**src/rtl/cpu_ctrl_pkg.sv**
```systemverilog
// Shared definitions for the multi-cycle control slice: opcode/funct codes, ALU encodings, enums.
// Latency: n/a (constants and types only).
// Backpressure: n/a.
package cpu_ctrl_pkg;

    // Primary opcodes, ir[31:26]
    localparam logic [5:0] OP_RTYPE = 6'b000000;
    localparam logic [5:0] OP_ADDI  = 6'b001000;
    localparam logic [5:0] OP_LW    = 6'b100011;
    localparam logic [5:0] OP_SW    = 6'b101011;

    // R-type function codes, ir[5:0]
    localparam logic [5:0] FN_ADD = 6'b100000;
    localparam logic [5:0] FN_SUB = 6'b100010;
    localparam logic [5:0] FN_AND = 6'b100100;
    localparam logic [5:0] FN_OR  = 6'b100101;

    // ALU operation encodings
    localparam logic [1:0] ALU_ADD = 2'b00;
    localparam logic [1:0] ALU_SUB = 2'b01;
    localparam logic [1:0] ALU_AND = 2'b10;
    localparam logic [1:0] ALU_OR  = 2'b11;

    typedef enum logic [2:0] {
        ST_IDLE,
        ST_FETCH,
        ST_DECODE,
        ST_EXEC,
        ST_MEM,
        ST_WB,
        ST_ERR
    } state_t;

    typedef enum logic [2:0] {
        CLS_RTYPE,
        CLS_ADDI,
        CLS_LW,
        CLS_SW,
        CLS_ILL
    } iclass_t;

endpackage

```
**src/rtl/mctrl_decode.sv**
```systemverilog
// Instruction decoder: maps the latched instruction to its class and ALU/datapath selects.
// Latency: purely combinational, zero cycles.
// Backpressure: none; outputs follow ir directly.
//
// Ports: ir (instruction register) in; iclass, alu_op, alu_src, reg_dst, wb_sel out.
module mctrl_decode
    import cpu_ctrl_pkg::*;
(
    input  logic [31:0] ir,
    output iclass_t     iclass,
    output logic [1:0]  alu_op,
    output logic        alu_src,
    output logic        reg_dst,
    output logic        wb_sel
);

    logic [5:0] opcode;
    logic [5:0] funct;
    logic       unused_fields;

    assign opcode        = ir[31:26];
    assign funct         = ir[5:0];
    // register/immediate fields go straight to the datapath, not used for decode
    assign unused_fields = ^ir[25:6];

    always_comb begin
        iclass  = CLS_ILL;
        alu_op  = ALU_ADD;
        alu_src = 1'b0;
        reg_dst = 1'b0;
        wb_sel  = 1'b0;
        case (opcode)
            OP_RTYPE: begin
                iclass  = CLS_RTYPE;
                reg_dst = 1'b1;
                case (funct)
                    FN_ADD:  alu_op = ALU_ADD;
                    FN_SUB:  alu_op = ALU_SUB;
                    FN_AND:  alu_op = ALU_AND;
                    FN_OR:   alu_op = ALU_OR;
                    default: begin
                        iclass  = CLS_ILL;
                        reg_dst = 1'b0;
                    end
                endcase
            end
            OP_ADDI: begin
                iclass  = CLS_ADDI;
                alu_src = 1'b1;
            end
            OP_LW: begin
                iclass  = CLS_LW;
                alu_src = 1'b1;
                wb_sel  = 1'b1;
            end
            OP_SW: begin
                iclass  = CLS_SW;
                alu_src = 1'b1;
            end
            default: ;
        endcase
    end

endmodule

```
**src/rtl/multicycle_ctrl.sv**
```systemverilog
// Multi-cycle sequencer: fetch over imem handshake, decode, then drive ALU/regfile/dmem/PC controls.
// Latency: R-type/ADDI/SW 4 cycles, LW 5 cycles with zero-wait memories; each wait cycle adds one.
// Backpressure: imem_req/dmem_req held until ack; WAIT_MAX unacked cycles -> sticky bus_err, ERR.
//
// Ports: CLK, RST_N (async active-low), run; imem_req/imem_ack/imem_rdata; ir;
//        dmem_req/dmem_we/dmem_ack; alu_op, alu_src, reg_we, reg_dst, wb_sel; pc_en, retire,
//        illegal, bus_err; cycle_cnt, inst_cnt (live only when MCTRL_PERF_CNT_EN is defined).
module multicycle_ctrl
    import cpu_ctrl_pkg::*;
#(
    parameter int WAIT_MAX = 15,
    parameter int CNT_W    = 32
) (
    input  logic             CLK,
    input  logic             RST_N,
    input  logic             run,
    output logic             imem_req,
    input  logic             imem_ack,
    input  logic [31:0]      imem_rdata,
    output logic [31:0]      ir,
    output logic             dmem_req,
    output logic             dmem_we,
    input  logic             dmem_ack,
    output logic [1:0]       alu_op,
    output logic             alu_src,
    output logic             reg_we,
    output logic             reg_dst,
    output logic             wb_sel,
    output logic             pc_en,
    output logic             retire,
    output logic             illegal,
    output logic             bus_err,
    output logic [CNT_W-1:0] cycle_cnt,
    output logic [CNT_W-1:0] inst_cnt
);

    // Wait counter holds the number of unacked cycles already spent; the request
    // times out in the cycle where it would reach WAIT_MAX.
    localparam logic [7:0] WAIT_LAST = 8'(WAIT_MAX - 1);

    state_t      state_q, state_d;
    logic [31:0] ir_q, ir_d;
    logic [7:0]  wait_q, wait_d;
    logic        bus_err_q, bus_err_d;

    iclass_t     dec_cls;
    logic [1:0]  dec_alu_op;
    logic        dec_alu_src;
    logic        dec_reg_dst;
    logic        dec_wb_sel;

    state_t      boundary_st;
    logic        ctl_en;

    mctrl_decode u_decode (
        .ir      (ir_q),
        .iclass  (dec_cls),
        .alu_op  (dec_alu_op),
        .alu_src (dec_alu_src),
        .reg_dst (dec_reg_dst),
        .wb_sel  (dec_wb_sel)
    );

    // Instruction boundary: run is sampled only here, so a drop mid-instruction completes it.
    assign boundary_st = run ? ST_FETCH : ST_IDLE;

    // Datapath selects are only presented from EXEC through WB.
    assign ctl_en  = (state_q == ST_EXEC) || (state_q == ST_MEM) || (state_q == ST_WB);
    assign alu_op  = ctl_en ? dec_alu_op  : ALU_ADD;
    assign alu_src = ctl_en & dec_alu_src;
    assign reg_dst = ctl_en & dec_reg_dst;
    assign wb_sel  = ctl_en & dec_wb_sel;

    assign ir      = ir_q;
    assign bus_err = bus_err_q;

    always_comb begin
        state_d   = state_q;
        ir_d      = ir_q;
        wait_d    = '0;
        bus_err_d = bus_err_q;
        imem_req  = 1'b0;
        dmem_req  = 1'b0;
        dmem_we   = 1'b0;
        reg_we    = 1'b0;
        pc_en     = 1'b0;
        retire    = 1'b0;
        illegal   = 1'b0;
        case (state_q)
            ST_IDLE: begin
                if (run && !bus_err_q) state_d = ST_FETCH;
            end
            ST_FETCH: begin
                imem_req = 1'b1;
                if (imem_ack) begin
                    ir_d    = imem_rdata;
                    state_d = ST_DECODE;
                end else if (wait_q == WAIT_LAST) begin
                    bus_err_d = 1'b1;
                    state_d   = ST_ERR;
                end else begin
                    wait_d = wait_q + 8'd1;
                end
            end
            ST_DECODE: begin
                state_d = ST_EXEC;
            end
            ST_EXEC: begin
                case (dec_cls)
                    CLS_RTYPE, CLS_ADDI: state_d = ST_WB;
                    CLS_LW, CLS_SW:      state_d = ST_MEM;
                    default: begin
                        // skip the bad word: advance PC, no writes, no retire
                        illegal = 1'b1;
                        pc_en   = 1'b1;
                        state_d = boundary_st;
                    end
                endcase
            end
            ST_MEM: begin
                dmem_req = 1'b1;
                dmem_we  = (dec_cls == CLS_SW);
                if (dmem_ack) begin
                    if (dec_cls == CLS_SW) begin
                        pc_en   = 1'b1;
                        retire  = 1'b1;
                        state_d = boundary_st;
                    end else begin
                        state_d = ST_WB;
                    end
                end else if (wait_q == WAIT_LAST) begin
                    bus_err_d = 1'b1;
                    state_d   = ST_ERR;
                end else begin
                    wait_d = wait_q + 8'd1;
                end
            end
            ST_WB: begin
                reg_we  = 1'b1;
                pc_en   = 1'b1;
                retire  = 1'b1;
                state_d = boundary_st;
            end
            ST_ERR: ;
            default: state_d = ST_IDLE;
        endcase
    end

    always_ff @(posedge CLK or negedge RST_N) begin
        if (!RST_N) begin
            state_q   <= ST_IDLE;
            ir_q      <= '0;
            wait_q    <= '0;
            bus_err_q <= 1'b0;
        end else begin
            state_q   <= state_d;
            ir_q      <= ir_d;
            wait_q    <= wait_d;
            bus_err_q <= bus_err_d;
        end
    end

`ifdef MCTRL_PERF_CNT_EN
    logic [CNT_W-1:0] cycle_cnt_q, cycle_cnt_d;
    logic [CNT_W-1:0] inst_cnt_q, inst_cnt_d;

    always_comb begin
        cycle_cnt_d = cycle_cnt_q;
        inst_cnt_d  = inst_cnt_q;
        if ((state_q != ST_IDLE) && (state_q != ST_ERR)) cycle_cnt_d = cycle_cnt_q + CNT_W'(1);
        if (retire) inst_cnt_d = inst_cnt_q + CNT_W'(1);
    end

    always_ff @(posedge CLK or negedge RST_N) begin
        if (!RST_N) begin
            cycle_cnt_q <= '0;
            inst_cnt_q  <= '0;
        end else begin
            cycle_cnt_q <= cycle_cnt_d;
            inst_cnt_q  <= inst_cnt_d;
        end
    end

    assign cycle_cnt = cycle_cnt_q;
    assign inst_cnt  = inst_cnt_q;
`else
    assign cycle_cnt = '0;
    assign inst_cnt  = '0;
`endif

endmodule

```
**config.mk**
```make
export PLATFORM = sky130hd
export DESIGN_NAME = multicycle_ctrl
export DESIGN_NICKNAME = d
export VERILOG_FILES = /design/src/rtl/cpu_ctrl_pkg.sv /design/src/rtl/mctrl_decode.sv /design/src/rtl/multicycle_ctrl.sv
export SDC_FILE = /design/constraint.sdc
export NUM_CORES = 1
export LEC_CHECK = 0
export ABC_AREA = 1
export CORE_ASPECT_RATIO = 1.5
export CORE_UTILIZATION = 39
export DETAILED_ROUTE_END_ITERATION = 10
export GPL_TIMING_DRIVEN = 0
export PLACE_DENSITY = 0.81
export SLEW_MARGIN = 20
export SYNTH_ARGS = -nofsm -noshare
export SYNTH_HDL_FRONTEND = slang
export SYNTH_HIERARCHICAL = 1
export SYNTH_SLANG_ARGS = --single-unit
```
**constraint.sdc**
```tcl
create_clock -name CLK -period 1.95 [get_ports CLK]
set_clock_uncertainty 0.15 [all_clocks]
set_input_delay 0.195 -clock CLK [delete_from_list [all_inputs] [get_ports CLK]]
set_output_delay 0.195 -clock CLK [all_outputs]
set_load 0.01 [all_outputs]
```
# Word-level counts from Yosys, hierarchy flattened
# Cells that the tools add are included.
dict set report totals {
  inputBits 37
  ff_bits 44
  word_cells 80
}
dict set report classes {
  bitwise 4
  reduce_logical 16
  n_mux 35
  eq_ne 20
  n_addsub 1
}
# operator n
set op_table {}
lappend op_table {{$eq A6 B6 Y1 const B} 6}
lappend op_table {{$mux W8} 3}
lappend op_table {{$pmux W3 S7} 1}
lappend op_table {{$mux W3} 6}
lappend op_table {{$mux W1} 16}
lappend op_table {{$pmux W8 S2} 1}
lappend op_table {{$eq A3 B2 Y1 const B} 4}
lappend op_table {{$pmux W3 S4} 1}
lappend op_table {{$eq A3 B3 Y1 const B} 3}
lappend op_table {{$add A8 B1 Y8 const B} 1}
lappend op_table {{$eq A8 B4 Y1 const B} 1}
lappend op_table {{$reduce_or A4 Y1} 2}
lappend op_table {{$eq A3 B1 Y1 const B} 2}
lappend op_table {{$eq A6 B4 Y1 const B} 1}
lappend op_table {{$logic_not A3 Y1} 2}
lappend op_table {{$logic_not A6 Y1} 1}
lappend op_table {{$ne A2 B2 Y1 const B} 3}
lappend op_table {{$pmux W2 S3} 1}
lappend op_table {{$pmux W3 S2} 1}
lappend op_table {{$mux W2} 2}
lappend op_table {{$pmux W1 S2} 2}
lappend op_table {{$reduce_and A2 Y1} 2}
lappend op_table {{$reduce_or A2 Y1} 2}
lappend op_table {{$and A1 B1 Y1} 3}
lappend op_table {{8 further kinds} 9}

# Longest topological paths before layout
dict set report logic_depth {
  ltp_word 8
  ltp_mapped 12
}

# Cells and area by module
# The synthesis kept the hierarchy.
# mod area_each_um2 cells_per_inst n_inst
set by_module_without_submodules {}
lappend by_module_without_submodules {multicycle_ctrl 2497.4 303 1}
lappend by_module_without_submodules {mctrl_decode 156.4 27 1}

# Least setup slack after synthesis
# No wires, ideal clock.
dict set report synth_timing {
  kind {register -> output}
  startpoint {register ir_q[27], in the netlist ir[27]}
  endpoint {output pc_en}
  arrival_ns 1.555
  path_slack_ns 0.050
  path_stages_with_launch 11
  required_time_ns 1.605
  n_path_buf 0
  path_cell_list {dfrtp_1 nor2_2 nand2_2 nor2_4 nand3_2 nand2_2 nor2_2 inv_1 nand4_1 a21oi_1 or2_2}
}
dict set report synth_between {
  elab_chain_len 6
  elab_cells_between_ends 14
  classes_between {6 x eq/ne; 5 x mux; 3 x reduce/logical}
}
# element line
set synth_lines {}
lappend synth_lines {{start, declared} multicycle_ctrl.sv:42} ;# logic [31:0] ir_q, ir_d;
lappend synth_lines {{start signal, assigned} multicycle_ctrl.sv:157} ;# ir_q <= ir_d;
lappend synth_lines {{$eq A6 B6 Y1, or another cell as far along} mctrl_decode.sv:32} ;# case (opcode)
lappend synth_lines {{$pmux W3 S4 *} mctrl_decode.sv:32}
lappend synth_lines {{net dec_cls[2]} multicycle_ctrl.sv:46} ;# iclass_t dec_cls;
lappend synth_lines {{$eq A3 B2 Y1, or another cell as far along} {multicycle_ctrl.sv:109, multicycle_ctrl.sv:124}}
lappend synth_lines {{$reduce_or A4 Y1 (no line) or $mux W1 (tied branches)} --}
lappend synth_lines {{$mux W1 (on tied branches)} {multicycle_ctrl.sv:109, multicycle_ctrl.sv:123}}
lappend synth_lines {{$pmux W1 S3 *} multicycle_ctrl.sv:89} ;# case (state_q)
lappend synth_lines {{end, declared} multicycle_ctrl.sv:29} ;# output logic pc_en,
# The timed path passes the listed nets; every way through them passes the cells marked *.

# Worst setup path in the final report
dict set report layout_timing {
  startpoint {register ir_q[31], in the netlist ir[31]}
  endpoint {output pc_en}
}
# Same word-level chain as after synthesis.

==> impl_metrics.json <==
{
  "clkLatencyLatePin_ns": 0.29,
  "nNetsFinal": 545,
  "core_um2": 6530,
  "synth_edf_count": 0,
  "endpoint_kind": "primary output",
  "grt_use_total_pct": 17.3,
  "viasPerCell": 4.23,
  "period_needed_ns": 2.26,
  "synthCells": 330,
  "via_count": 2460,
  "slowest_stage": "dfrtp_1",
  "fill_cells": 569,
  "vdd_drop_max_mv": 0.433,
  "crit_family": "simple AND/OR/NAND/NOR gates",
  "cp_cell_sequence": "nor2_2 > inv_2 > nor2_4 > nand3_2 > nand2_2 > nor2_4 > inv_2 > nand4_1 > a21oi_2 > or2_4 > buf_6",
  "relSlewSlack_pct": 61.9,
  "dieWidth_um": 69.4,
  "start_kind": "flip-flop",
  "die_h_um": 103,
  "root_buffer": "clkbuf_8",
  "dp_hpwl_um": 4700,
  "tightest_slew_ns": 0.572,
  "routabilityCongestion": 0.865,
  "synth_flop_cell": "dfrtp_1",
  "syn_to_final_growth_pct": 54.2,
  "cp_data_required_time_ns": 1.60,
  "p_int_mw": 1.44,
  "cpPeakStageDelay_ns": 0.42,
  "cts_tree": "yes",
  "worst-setup-path-type": "flip-flop to primary output",
  "comb_power_share_pct": 22.4,
  "clk_pin_slew_worst_paths_ns": 0.08,
  "whs_ns": 0.280,
  "seqPwrFrac_pct": 50.4,
  "fin_cells": 582,
  "ys_warn_count": 6,
  "regArea_um2": 1100,
  "n_antenna_cell": 0,
  "wire_per_inst_um": 11.3,
  "rsz0062_at_grt": "true",
  "async_flop_share_pct": 100,
  "drv_slew": 0,
  "outcome": "finished, violations left",
  "antenna_found_initial": 0,
  "multiInputGateArea_um2": 1200,
  "io_pins": 146,
  "design_area_um2": 4090,
  "violations": "setup timing",
  "first_pass_iters": 4,
  "drive_gt1_share_pct": 28.1,
  "dr.first_iter.drc_count": 100,
  "routed_wl_um": 6580,
  "yosysSeqAreaShare_pct": 41.5,
  "p_leak_nw": 2.24,
  "place_area_um2": 3820,
  "initial_core_util_pct": 40.6,
  "p_per_area_nw_per_um2": 471,
  "maxCapViolations": 0,
  "p_sw_mw": 0.489,
  "port_buffers": 81,
  "ys_types": 31,
  "post-route-util_pct": 62.6,
  "finalCritPeriodShare_pct": 116,
  "overflow": 0,
  "p_sw_share_pct": 25.4,
  "post-route-drc-count": 0,
  "cp.arrival_ns": 1.91,
  "syn_area_um2": 2650,
  "ys_ff_latch": 44,
  "critPathMaxFanout": 3,
  "crit_buf_inv": 3,
  "place_inst": 551,
  "syn_area_per_cell_um2": 8.04,
  "setup_slack_ns": -0.310,
  "fmax_mhz": 443,
  "grt_pass1_wl_um": 9880,
  "first_global_vias": 2183,
  "cts.htree.levels": 2,
  "p_clk_share_pct": 27.2,
  "finalHoldViolations": 0,
  "place_ws_ns": -0.423,
  "ant_nets": 0,
  "numCtsBuffers": 5,
  "fp.dieArea_um2": 7150,
  "rows": 36,
  "grt_max_degree": 24,
  "clock-sinks": 44,
  "final-setup-viol-count": 7,
  "clock_path_buffers": 2,
  "worstHoldPathType": "input port to asynchronous set/reset pin"
}
==> power by group through the flow <==
stage / sequential, mW / combinational, mW / clock (mW)
after global routing: 0.976 / 0.469 / 0.597
final: 0.971 / 0.431 / 0.525
after detailed placement: 0.989 / 0.393 / 0
after global placement: 0.989 / 0.382 / 0
after floorplan: 1.00 / 0.198 / 0
after CTS: 0.970 / 0.417 / 0.551
==> flip-flops by register name, indices dropped and copies added, names as in the netlist <==
register,count
bus_err,1
state_q,3
ir,32
wait_q,8
==> path summary, 6_finish.rpt <==
check | from | end | slack, ns | depth (start not counted)
setup / recovery | ir[31] | pc_en | -0.31 | 11
hold / removal | RST_N | wait_q[0] | 0.28 | 2
setup reg to reg | ir[31] | state_q[0] | 0 | 13
hold reg to reg | ir[16] | ir[16] | 0.33 | 2
max in group asynchronous | RST_N | ir[17] | 0.86 | 3
min in group CLK | imem_rdata[2] | ir[2] | 0.29 | 3
==> Yosys cell counts (3+ instances only) <==
cell type  count  share of area, %
nand3_1        8               1.5
dfrtp_1       44                41
buf_6          3               1.3
nand3_2        3               1.1
o21ai_0        4              0.75
xor2_1         3              0.99
nand2_1      113                16
nor2_1        26               3.7
inv_1         19               2.7
inv_2          4              0.57
nand4_1        6               1.4
buf_4         67                19
nor2_2         4              0.94
a21oi_1        4              0.75
==> per-layer routing <==
layer,part of all wire (%),up-vias,global-route usage (%),wire length [um]
met2,55,124,32.9,3600
met4,1.4,0,8.32,93
li1,-,1234,-,-
met3,8.5,7,4.40,560
met1,35,1095,17.7,2320
met5,0,-,0,0
==> stage by stage <==
stage                     setup TNS (ns)  total power [mW]
after floorplan                        0              1.20
after global placement            -27.81              1.37
after detailed placement           -1.19              1.38
after CTS                         -0.779              1.94
after global routing               -2.18              2.04
final                              -1.20              1.93
==> cells in the final DEF (no fill, tap or decap), types with 5 or more instances in the layout <==
cell type,count
inv_1,18
conb_1,64
clkdlybuf4s50_1,67
nand3_1,8
buf_4,90
inv_2,5
clkbuf_8,5
buf_2,8
nor2_1,25
nand2_1,110
dfrtp_1,43
nand4_1,6
==> logic make-up after synthesis <==
kind of cell	share of synthesized area [%]
AOI/OAI and AO/OA	3.02
xor gates and xnor gates	1.65
adders and majority gates	0.943
buffers and inverters	23.7
DFF	41.5
other	0.141
and+or+nand+nor	29.0
==> cell type report <==
cell class,instances,share of cell area [%]
buffer,70,13.1
clock buffer,6,1.77
clock inverter,1,0.122
inverter,24,2.26
multi-input combinational,255,29.4
sequential,44,26.9
tap,76,2.32
timing repair buffer,106,24.0
==> timing repair <==
action,CTS,global route
hold buffers,1,0
resized for setup,39,14
hold endpoints to repair,22,0
setup buffers,19,5
pin swaps,8,14
setup endpoints to repair,12,13
Note: power is estimated with default switching activity, not from simulation.
